===== src/rtl/ptw_read_arbiter.sv =====
// Page-table-walk read arbiter: merges ITLB and DTLB PTE reads onto a single AR/R channel.
// One transaction is outstanding at a time, contention is resolved round-robin.
module ptw_read_arbiter #(
    parameter int ADDR_WIDTH     = 64,
    parameter int DATA_WIDTH     = 64,
    parameter int TIMEOUT_CYCLES = 1024
) (
    input  logic                  clk,
    input  logic                  rst,
    input  logic                  flush,
    input  logic                  i_req_valid,
    output logic                  i_req_ready,
    input  logic [ADDR_WIDTH-1:0] i_req_addr,
    output logic                  i_resp_valid,
    input  logic                  i_resp_ready,
    output logic [DATA_WIDTH-1:0] i_resp_data,
    output logic                  i_resp_err,
    input  logic                  d_req_valid,
    output logic                  d_req_ready,
    input  logic [ADDR_WIDTH-1:0] d_req_addr,
    output logic                  d_resp_valid,
    input  logic                  d_resp_ready,
    output logic [DATA_WIDTH-1:0] d_resp_data,
    output logic                  d_resp_err,
    output logic                  m_ar_valid,
    input  logic                  m_ar_ready,
    output logic [ADDR_WIDTH-1:0] m_ar_addr,
    input  logic                  m_r_valid,
    output logic                  m_r_ready,
    input  logic [DATA_WIDTH-1:0] m_r_data,
    input  logic [1:0]            m_r_resp
);

    localparam bit TIMEOUT_EN = (TIMEOUT_CYCLES > 0);
    localparam int TCNT_W     = TIMEOUT_EN ? $clog2(TIMEOUT_CYCLES + 1) : 1;
    localparam int TLAST_I    = TIMEOUT_EN ? TIMEOUT_CYCLES - 1 : 0;
    localparam logic [TCNT_W-1:0] TCNT_LAST = TCNT_W'(TLAST_I);
    localparam logic [TCNT_W-1:0] TCNT_MAX  = TCNT_W'(TIMEOUT_CYCLES);
    localparam logic OWN_I = 1'b0;
    localparam logic OWN_D = 1'b1;

    typedef enum logic [2:0] {
        S_IDLE,
        S_ADDR,
        S_DATA,
        S_RESP,
        S_DRAIN
    } state_t;

    state_t                state_q, state_d;
    logic                  owner_q, owner_d;
    logic                  last_grant_q, last_grant_d;
    logic                  drop_q, drop_d;
    logic                  orphan_q, orphan_d;
    logic [ADDR_WIDTH-1:0] addr_q, addr_d;
    logic [DATA_WIDTH-1:0] data_q, data_d;
    logic                  err_q, err_d;
    logic [TCNT_W-1:0]     tcnt_q, tcnt_d;
    logic                  ar_valid_q, ar_valid_d;
    logic                  r_ready_q, r_ready_d;
    logic                  i_rv_q, i_rv_d;
    logic                  d_rv_q, d_rv_d;
    logic                  grant_i, grant_d;
    logic                  owner_resp_ready;

    assign owner_resp_ready = (owner_q == OWN_D) ? d_resp_ready : i_resp_ready;

    always_comb begin
        state_d      = state_q;
        owner_d      = owner_q;
        last_grant_d = last_grant_q;
        drop_d       = drop_q;
        orphan_d     = orphan_q;
        addr_d       = addr_q;
        data_d       = data_q;
        err_d        = err_q;
        tcnt_d       = tcnt_q;
        grant_i      = 1'b0;
        grant_d      = 1'b0;
        unique case (state_q)
            S_IDLE: begin
                // Ties go to whichever master was not served last.
                if (!flush && !rst) begin
                    if (i_req_valid && (!d_req_valid || last_grant_q == OWN_D)) begin
                        grant_i = 1'b1;
                    end else if (d_req_valid) begin
                        grant_d = 1'b1;
                    end
                end
                if (grant_i || grant_d) begin
                    state_d      = S_ADDR;
                    owner_d      = grant_d;
                    last_grant_d = grant_d;
                    addr_d       = grant_d ? d_req_addr : i_req_addr;
                    drop_d       = 1'b0;
                    orphan_d     = 1'b0;
                end
            end
            S_ADDR: begin
                drop_d = drop_q | flush;
                if (m_ar_ready) begin
                    state_d = S_DATA;
                    tcnt_d  = '0;
                end
            end
            S_DATA: begin
                drop_d = drop_q | flush;
                if (m_r_valid) begin
                    if (drop_d) begin
                        state_d = S_IDLE;
                    end else begin
                        data_d  = m_r_data;
                        err_d   = (m_r_resp != 2'b00);
                        state_d = S_RESP;
                    end
                end else if (TIMEOUT_EN && tcnt_q == TCNT_LAST) begin
                    // The late beat is still owed by memory; DRAIN swallows it afterwards.
                    orphan_d = 1'b1;
                    if (drop_d) begin
                        state_d = S_DRAIN;
                    end else begin
                        data_d  = '0;
                        err_d   = 1'b1;
                        state_d = S_RESP;
                    end
                end else if (TIMEOUT_EN && tcnt_q != TCNT_MAX) begin
                    tcnt_d = tcnt_q + TCNT_W'(1);
                end
            end
            S_RESP: begin
                if (owner_resp_ready || flush) begin
                    state_d = orphan_q ? S_DRAIN : S_IDLE;
                end
            end
            S_DRAIN: begin
                if (m_r_valid) begin
                    state_d = S_IDLE;
                end
            end
            default: state_d = S_IDLE;
        endcase

        ar_valid_d = (state_d == S_ADDR);
        r_ready_d  = (state_d == S_DATA) || (state_d == S_DRAIN);
        i_rv_d     = (state_d == S_RESP) && (owner_d == OWN_I);
        d_rv_d     = (state_d == S_RESP) && (owner_d == OWN_D);
    end

    always_ff @(posedge clk) begin
        if (rst) begin
            state_q      <= S_IDLE;
            owner_q      <= OWN_I;
            last_grant_q <= OWN_D;
            drop_q       <= 1'b0;
            orphan_q     <= 1'b0;
            addr_q       <= '0;
            data_q       <= '0;
            err_q        <= 1'b0;
            tcnt_q       <= '0;
            ar_valid_q   <= 1'b0;
            r_ready_q    <= 1'b0;
            i_rv_q       <= 1'b0;
            d_rv_q       <= 1'b0;
        end else begin
            state_q      <= state_d;
            owner_q      <= owner_d;
            last_grant_q <= last_grant_d;
            drop_q       <= drop_d;
            orphan_q     <= orphan_d;
            addr_q       <= addr_d;
            data_q       <= data_d;
            err_q        <= err_d;
            tcnt_q       <= tcnt_d;
            ar_valid_q   <= ar_valid_d;
            r_ready_q    <= r_ready_d;
            i_rv_q       <= i_rv_d;
            d_rv_q       <= d_rv_d;
        end
    end

    assign i_req_ready  = grant_i;
    assign d_req_ready  = grant_d;
    assign m_ar_valid   = ar_valid_q;
    assign m_ar_addr    = addr_q;
    assign m_r_ready    = r_ready_q;
    assign i_resp_valid = i_rv_q;
    assign d_resp_valid = d_rv_q;
    assign i_resp_data  = data_q;
    assign d_resp_data  = data_q;
    assign i_resp_err   = err_q;
    assign d_resp_err   = err_q;

endmodule


===== config.mk =====
export PLATFORM = sky130hd
export DESIGN_NAME = ptw_read_arbiter
export DESIGN_NICKNAME = d
export VERILOG_FILES = /design/src/rtl/ptw_read_arbiter.sv
export SDC_FILE = /design/constraint.sdc
export NUM_CORES = 1
export LEC_CHECK = 0
export ABC_CLOCK_PERIOD_IN_PS = 2500
export CORE_AREA = 4 4 155 157
export DETAILED_ROUTE_END_ITERATION = 10
export DIE_AREA = 0 0 159 161
export PLACE_DENSITY = 0.67
export REMOVE_ABC_BUFFERS = 1
export SLEW_MARGIN = 30
export SYNTH_ARGS = -nofsm -noshare
export SYNTH_HDL_FRONTEND = slang
export SYNTH_SLANG_ARGS = --single-unit

===== constraint.sdc =====
create_clock -name clk -period 2.5 [get_ports clk]
set_input_delay 0.5 -clock clk [delete_from_list [all_inputs] [get_ports clk]]
set_output_delay 0.5 -clock clk [all_outputs]
set_load 0.05 [all_outputs]

After elaboration in Yosys (flattened, before gate mapping)
Cells that the tools add are included.
- input bits: 203
- output and inout bits: 200
- flip-flop bits (word level): 151
- word-level logic and storage cells: 97
- equality and inequality tests: 16
- multiplexer cells: 41
- add/subtract/negate cells: 1
- bitwise logic cells: 3
- reductions and logical operators: 23
- operators with widths (operator ; count):
    64-bit two-way mux ; 5
    11-bit two-way mux ; 4
    3-bit two-way mux ; 8
    11-bit case mux with 2 select lines ; 1
    1-bit two-way mux ; 19
    3-bit case mux with 5 select lines ; 1
    3-bit by 2-bit == test with 1-bit output (second input constant) ; 4
    2-bit inequality test (second input constant) ; 6
    11-bit by 1-bit adder with 11-bit output (second input constant) ; 1
    11-bit by 10-bit == test with 1-bit output (second input constant) ; 1
    11-bit inequality test (second input constant) ; 1
    2-bit nonzero test ; 5
    3-bit by 1-bit == test with 1-bit output (second input constant) ; 2
    3-bit == test (second input constant) ; 2
    5-bit AND reduction ; 1
    1-bit logical AND ; 4
    1-bit logical OR ; 4
    1-bit case mux with 2 select lines ; 2
    2-bit AND reduction ; 2
    4-bit AND reduction ; 1
    1-bit zero test ; 3
    3-bit zero test ; 1
    3-bit AND reduction ; 1
    2-bit two-way mux ; 1
    other kinds (3) ; 4

Depth between registers and ports, before layout
- depth in word-level cells: 11
- gate-level depth with buffers: 7
- mapped depth without buffers: 5

Worst setup path after synthesis
No wires, ideal clock.
- path type: input to output
- from: input port rst
- to: output port i_req_ready
- stages on the path: 4
- data arrival time: 1.711 ns
- setup slack: 0.289 ns
- buffers on the path: 1
- data required time: 2.000 ns
- cells stage by stage: buf_2 nor2_1 nand3_1 a21oi_1
- word-level cells in the longest chain between the ends: 5
- ends and longest elaborated chain (what ; line ; text):
    start: declaration ; 9 ; input logic rst,
    1-bit zero test ; 83 ; if (!flush && !rst) begin
    1-bit logical AND ; 83 ;
    1-bit two-way mux ; 83 ;
    1-bit two-way mux (2 in series) ; 80 ; unique case (state_q)
    end: declaration ; 12 ; output logic i_req_ready,
Every way passes these cells. The select of a mux whose other input is x is not followed.

Worst setup path after layout
- from: input port flush
- to: output port i_req_ready
- word-level cells in the longest chain between the ends: 5
- ends and longest elaborated chain (what ; line ; text):
    start: declaration ; 10 ; input logic flush,
    1-bit zero test ; 83 ;
    1-bit logical AND ; 83 ;
    1-bit two-way mux ; 83 ;
    1-bit two-way mux (2 in series) ; 80 ;
Every way passes these cells. The select of a mux whose other input is x is not followed.

==> report_table.html <==
<table>
<tr><th>Metric</th><th>Value</th></tr>
<tr><th colspan="2">Clock tree</th></tr>
<tr><td>Root buffer cell</td><td>clkbuf_16</td></tr>
<tr><td>Post CTS Setup Buffer Count</td><td>0</td></tr>
<tr><td>Buffers from clock root to sink, at most</td><td>2</td></tr>
<tr><td>Number of clock sinks seen by CTS</td><td>151</td></tr>
<tr><td>Post-CTS clock slew at the launch and capture registers of the worst setup and hold paths</td><td>approximately 60 ps</td></tr>
<tr><td>Post-cts sizing count</td><td>0</td></tr>
<tr><td>Clock Latency Late Sink</td><td>420 ps</td></tr>
<tr><td>TritonCTS clock tree</td><td>yes</td></tr>
<tr><td>Hold Buf Count CTS</td><td>0</td></tr>
<tr><td>H-tree level count</td><td>4</td></tr>
<tr><td>Number of clock buffers inserted by TritonCTS</td><td>17</td></tr>
<tr><th colspan="2">Drt</th></tr>
<tr><td>Number of vias per cell after detailed routing</td><td>roughly 4.7</td></tr>
<tr><td>TritonRoute pass-1 iters</td><td>4</td></tr>
<tr><td>Total detailed-routing wirelength</td><td>around 24 mm</td></tr>
<tr><td>Post-detailed-route count of antenna-violating nets</td><td>0</td></tr>
<tr><td>DRC violations left</td><td>0</td></tr>
<tr><td>Routed len/inst</td><td>19.0 µm</td></tr>
<tr><td>Iter 0 DRT Violations</td><td>about 230</td></tr>
<tr><td>Total via count after detailed routing</td><td>6058</td></tr>
<tr><th colspan="2">STA</th></tr>
<tr><td>Total setup violations reported at the end of the flow</td><td>0</td></tr>
<tr><td>Setup skew after layout</td><td>between 8 and 9 ps</td></tr>
<tr><td>RSZ-0062 raised after global routing</td><td>false</td></tr>
<tr><td>Maximum clock frequency</td><td>between 0.4 and 0.5 GHz</td></tr>
<tr><td>Final worst-path cycle share</td><td>approximately 92%</td></tr>
<tr><td>Final number of hold-violating endpoints</td><td>0</td></tr>
<tr><td>Pin slew with the least headroom to its limit</td><td>roughly 660 ps</td></tr>
<tr><td>Final-report max-slew violation count</td><td>0</td></tr>
<tr><td>Max_slew headroom</td><td>between 50% and 60%</td></tr>
<tr><td>Min Tclk post-route</td><td>2310 ps</td></tr>
<tr><th colspan="2">Job</th></tr>
<tr><td>Number of max-cap violations</td><td>0</td></tr>
<tr><th colspan="2">Setup path</th></tr>
<tr><td>Worst path top cell family by delay</td><td>buffers and inverters</td></tr>
<tr><td>Buffer and inverter count on the worst path</td><td>2</td></tr>
<tr><td>Worst setup slack for register-to-register paths</td><td>450 ps</td></tr>
<tr><td>Slowest stage cell, crit path</td><td>clkdlybuf4s50_1</td></tr>
<tr><td>Crit end category</td><td>primary output</td></tr>
<tr><td>Data arrival at the endpoint of the critical path</td><td>~1800 ps</td></tr>
<tr><td>Critical-path cell list</td><td>clkdlybuf4s50_1 -&gt; nor2_2 -&gt; nand3_1 -&gt; a21oi_1 -&gt; buf_12</td></tr>
<tr><td>Kind of critical path</td><td>in -&gt; out</td></tr>
<tr><td>Category of the worst setup path launch point</td><td>primary input</td></tr>
<tr><td>Data required time of the critical path</td><td>2000 ps</td></tr>
<tr><td>CP Max Fanout</td><td>7</td></tr>
<tr><td>Peak per-stage delay on the critical path</td><td>just over 500 ps</td></tr>
<tr><th colspan="2">Finish</th></tr>
<tr><td>Top library cells by usage in the layout, fill and taps aside</td><td>clkdlybuf4s50_1 (398), dfxtp_1 (151), nor2_1 (73)</td></tr>
<tr><td>Share of the core filled with cells in the final layout</td><td>50.7%</td></tr>
<tr><td>Leading cell type in the layout, fill and taps excluded</td><td>clkdlybuf4s50_1</td></tr>
<tr><td>Share of layout cells above drive strength 1</td><td>~14%</td></tr>
<tr><td># nets final</td><td>1185</td></tr>
<tr><td>Synthesis-to-layout area growth</td><td>67.6%</td></tr>
<tr><th colspan="2">Floorplan</th></tr>
<tr><td>Floorplan row count</td><td>55</td></tr>
<tr><td>Floorplan core area</td><td>roughly 23000 µm²</td></tr>
<tr><td>Die ar.</td><td>between 20000 and 30000 µm²</td></tr>
<tr><td>Die width</td><td>approximately 160 µm</td></tr>
<tr><td>Die Y</td><td>161 µm</td></tr>
<tr><td>Starting density of the core</td><td>roughly 30%</td></tr>
<tr><td>I/O pins</td><td>about 400</td></tr>
<tr><th colspan="2">Pwr</th></tr>
<tr><td>Share of total power in the clock network</td><td>between 40 and 50%</td></tr>
<tr><td>Portion of total power attributed to sequential cells</td><td>between 30 and 40%</td></tr>
<tr><td>Sw Pwr</td><td>1.92 mW</td></tr>
<tr><td>Leakage</td><td>about 4.5 nW</td></tr>
<tr><td>VDD IR max</td><td>0.360 mV</td></tr>
<tr><td>Total power</td><td>~6.7 mW</td></tr>
<tr><td>Sw frac</td><td>~29%</td></tr>
<tr><td>Logic pwr share</td><td>21.3%</td></tr>
<tr><td>Cell area power density</td><td>between 500 and 600 nW/µm²</td></tr>
<tr><td>Internal power</td><td>around 4.8 mW</td></tr>
<tr><th colspan="2">Synthesis</th></tr>
<tr><td>EDFF count, synth</td><td>0</td></tr>
<tr><td>Sequential-to-total area share from yosys stat</td><td>44.4%</td></tr>
<tr><td>Main combinational cell family by area after synthesis</td><td>compound AO/OA/AOI/OAI gates</td></tr>
<tr><td>Share of the synthesized area in compound gates (AO/OA/AOI/OAI)</td><td>about a quarter</td></tr>
<tr><td>Share of flip-flops with an asynchronous set or reset</td><td>0%</td></tr>
<tr><td>Simple-Gate Fraction of Synth Area</td><td>under 10%</td></tr>
<tr><td>Post-Synth XOR/XNOR Area</td><td>less than 1%</td></tr>
<tr><td>Number of instances in the synthesized netlist</td><td>between 600 and 700</td></tr>
<tr><td>Synthesis-stage register bit count</td><td>151</td></tr>
<tr><td>Mux contribution to synthesized area</td><td>about 9.9%</td></tr>
<tr><td>Per-instance average area after synthesis</td><td>about 11 µm²</td></tr>
<tr><td>Most used flip-flop cell after synthesis</td><td>dfxtp_1</td></tr>
<tr><td>Adder-cell share of the synthesized area</td><td>0.367%</td></tr>
<tr><td>Yosys cell types</td><td>56</td></tr>
<tr><td>Post-synthesis cell area</td><td>between 6000 and 7000 µm²</td></tr>
<tr><td>Synthesis Warnings</td><td>0</td></tr>
<tr><th colspan="2">Global routing</th></tr>
<tr><td>Largest net degree at the start of global routing</td><td>65</td></tr>
<tr><td>Vias in the first global route</td><td>between 6000 and 7000</td></tr>
<tr><td>Gr usage total</td><td>a little under a fifth</td></tr>
<tr><td>Initial antenna violation count</td><td>5</td></tr>
<tr><td>Total congestion overflow after global routing</td><td>0</td></tr>
<tr><td>Global-route wire length before repair</td><td>36.9 mm</td></tr>
<tr><th colspan="2">Placed design</th></tr>
<tr><td>Port-buffer cells</td><td>~400</td></tr>
<tr><td>Placer Congestion</td><td>0.797</td></tr>
<tr><td>DPL Wire Length</td><td>about 19 mm</td></tr>
<tr><th colspan="2">Min path</th></tr>
<tr><td>Class of the most critical hold timing path</td><td>in -&gt; reg</td></tr>
<tr><th colspan="2">Status</th></tr>
<tr><td>Status</td><td>finished, final reports clean</td></tr>
</table>
[worst paths after layout]
| kind | from | endpoint | cells after the start |
|---|---|---|---|
| max reg2reg | tcnt_q[1] | m_ar_valid | 5 |
| max | flush | i_req_ready | 5 |
| min | rst | m_ar_addr[63] | 2 |
| min reg2reg | orphan_q | orphan_q | 2 |
[flip-flops by register name, indices dropped and copies added (netlist names)]
register	flops
d_resp_valid	1
state_q	3
m_ar_addr	64
orphan_q	1
d_resp_data	64
i_resp_valid	1
d_resp_err	1
m_ar_valid	1
m_r_ready	1
tcnt_q	11
owner_q	1
last_grant_q	1
drop_q	1
[cell usage after synthesis (2+ instances only)]
cell type	instances	area (µm²)
a21oi_1	13	65.1
nand3_1	6	30.0
inv_1	7	26.3
or3_1	5	31.3
a211oi_1	8	60.1
and2_1	3	18.8
dfxtp_1	151	3020
a21o_1	2	15.0
o31ai_1	3	22.5
nor3_1	4	20.0
nand2_1	9	33.8
o21ai_0	5	25.0
a2111oi_2	2	30.0
nand2b_1	2	12.5
nand4_1	3	18.8
and4b_1	2	20.0
buf_2	25	125
xnor2_1	2	17.5
nor2b_1	3	18.8
nor3b_1	2	15.0
o211a_1	2	20.0
clkbuf_1	7	26.3
nor4b_1	3	26.3
buf_6	7	78.8
or2_2	3	18.8
ha_1	2	25.0
and4_1	2	17.5
mux2i_1	66	661
buf_4	71	533
a22o_1	64	561
a211oi_2	56	701
nor2_1	74	278
or4_1	2	15.0
[power by group through the flow]
stage	logic, mW	clock network [mW]	registers [mW]
finish	1.42	2.69	2.57
global placement	1.42	0	2.62
detailed placement	1.43	0	2.62
global route	1.50	2.87	2.58
CTS	1.43	2.77	2.57
floorplan	0.355	0	2.99
[area by class of cell]
class / instances / area [µm²]
clock buffer: 17 / 425
sequential: 151 / 3020
fill: 2049 / 11100
multi-input combinational: 370 / 3040
clock inverter: 15 / 190
antenna: 5 / 12.5
timing repair buffer: 433 / 4350
tap: 285 / 357
inverter: 7 / 26.3
[through the flow]
stage	worst slack [ps]	hold slack, ps	setup TNS (ps)	instances	area (µm²)
3_5_place_dp	108	448	0	1246	10800
4_1_cts	107	342	0	1278	11400
3_3_place_gp	115	446	0	1246	10800
2_1_floorplan	-2130	426	-138510	528	6050
6_report	194	362	0	1283	11400
5_1_grt	34.6	363	0	1283	11400
[layer usage]
layer,global-route usage (%),vias to the layer above,part of all wire (%)
met4,6.59,0,1.6
met5,0,-,0
li1,-,2963,-
met2,30.6,286,49
met3,5.54,21,6.4
met1,22.2,2788,43
[worst reg2reg max path, stage by stage, from the launching register on]
cell,delay [ps]
dfxtp_1,340
ha_1,210
nand3_1,160
o41ai_4,680
o31ai_1,250
a2111oi_2,330
[kinds of logic (layout without fill, tap and decap cells)]
group                      Yosys count  after routing
muxes                               67             67
DFF                                151            151
and+or+nand+nor                    128            128
AOI/OAI and AO/OA                  171            171
adders and majority gates            2              2
other                                0              5
buffers and inverters              118            472
xor gates and xnor gates             2              2
No activity file was read; power rests on OpenSTA's default activity.
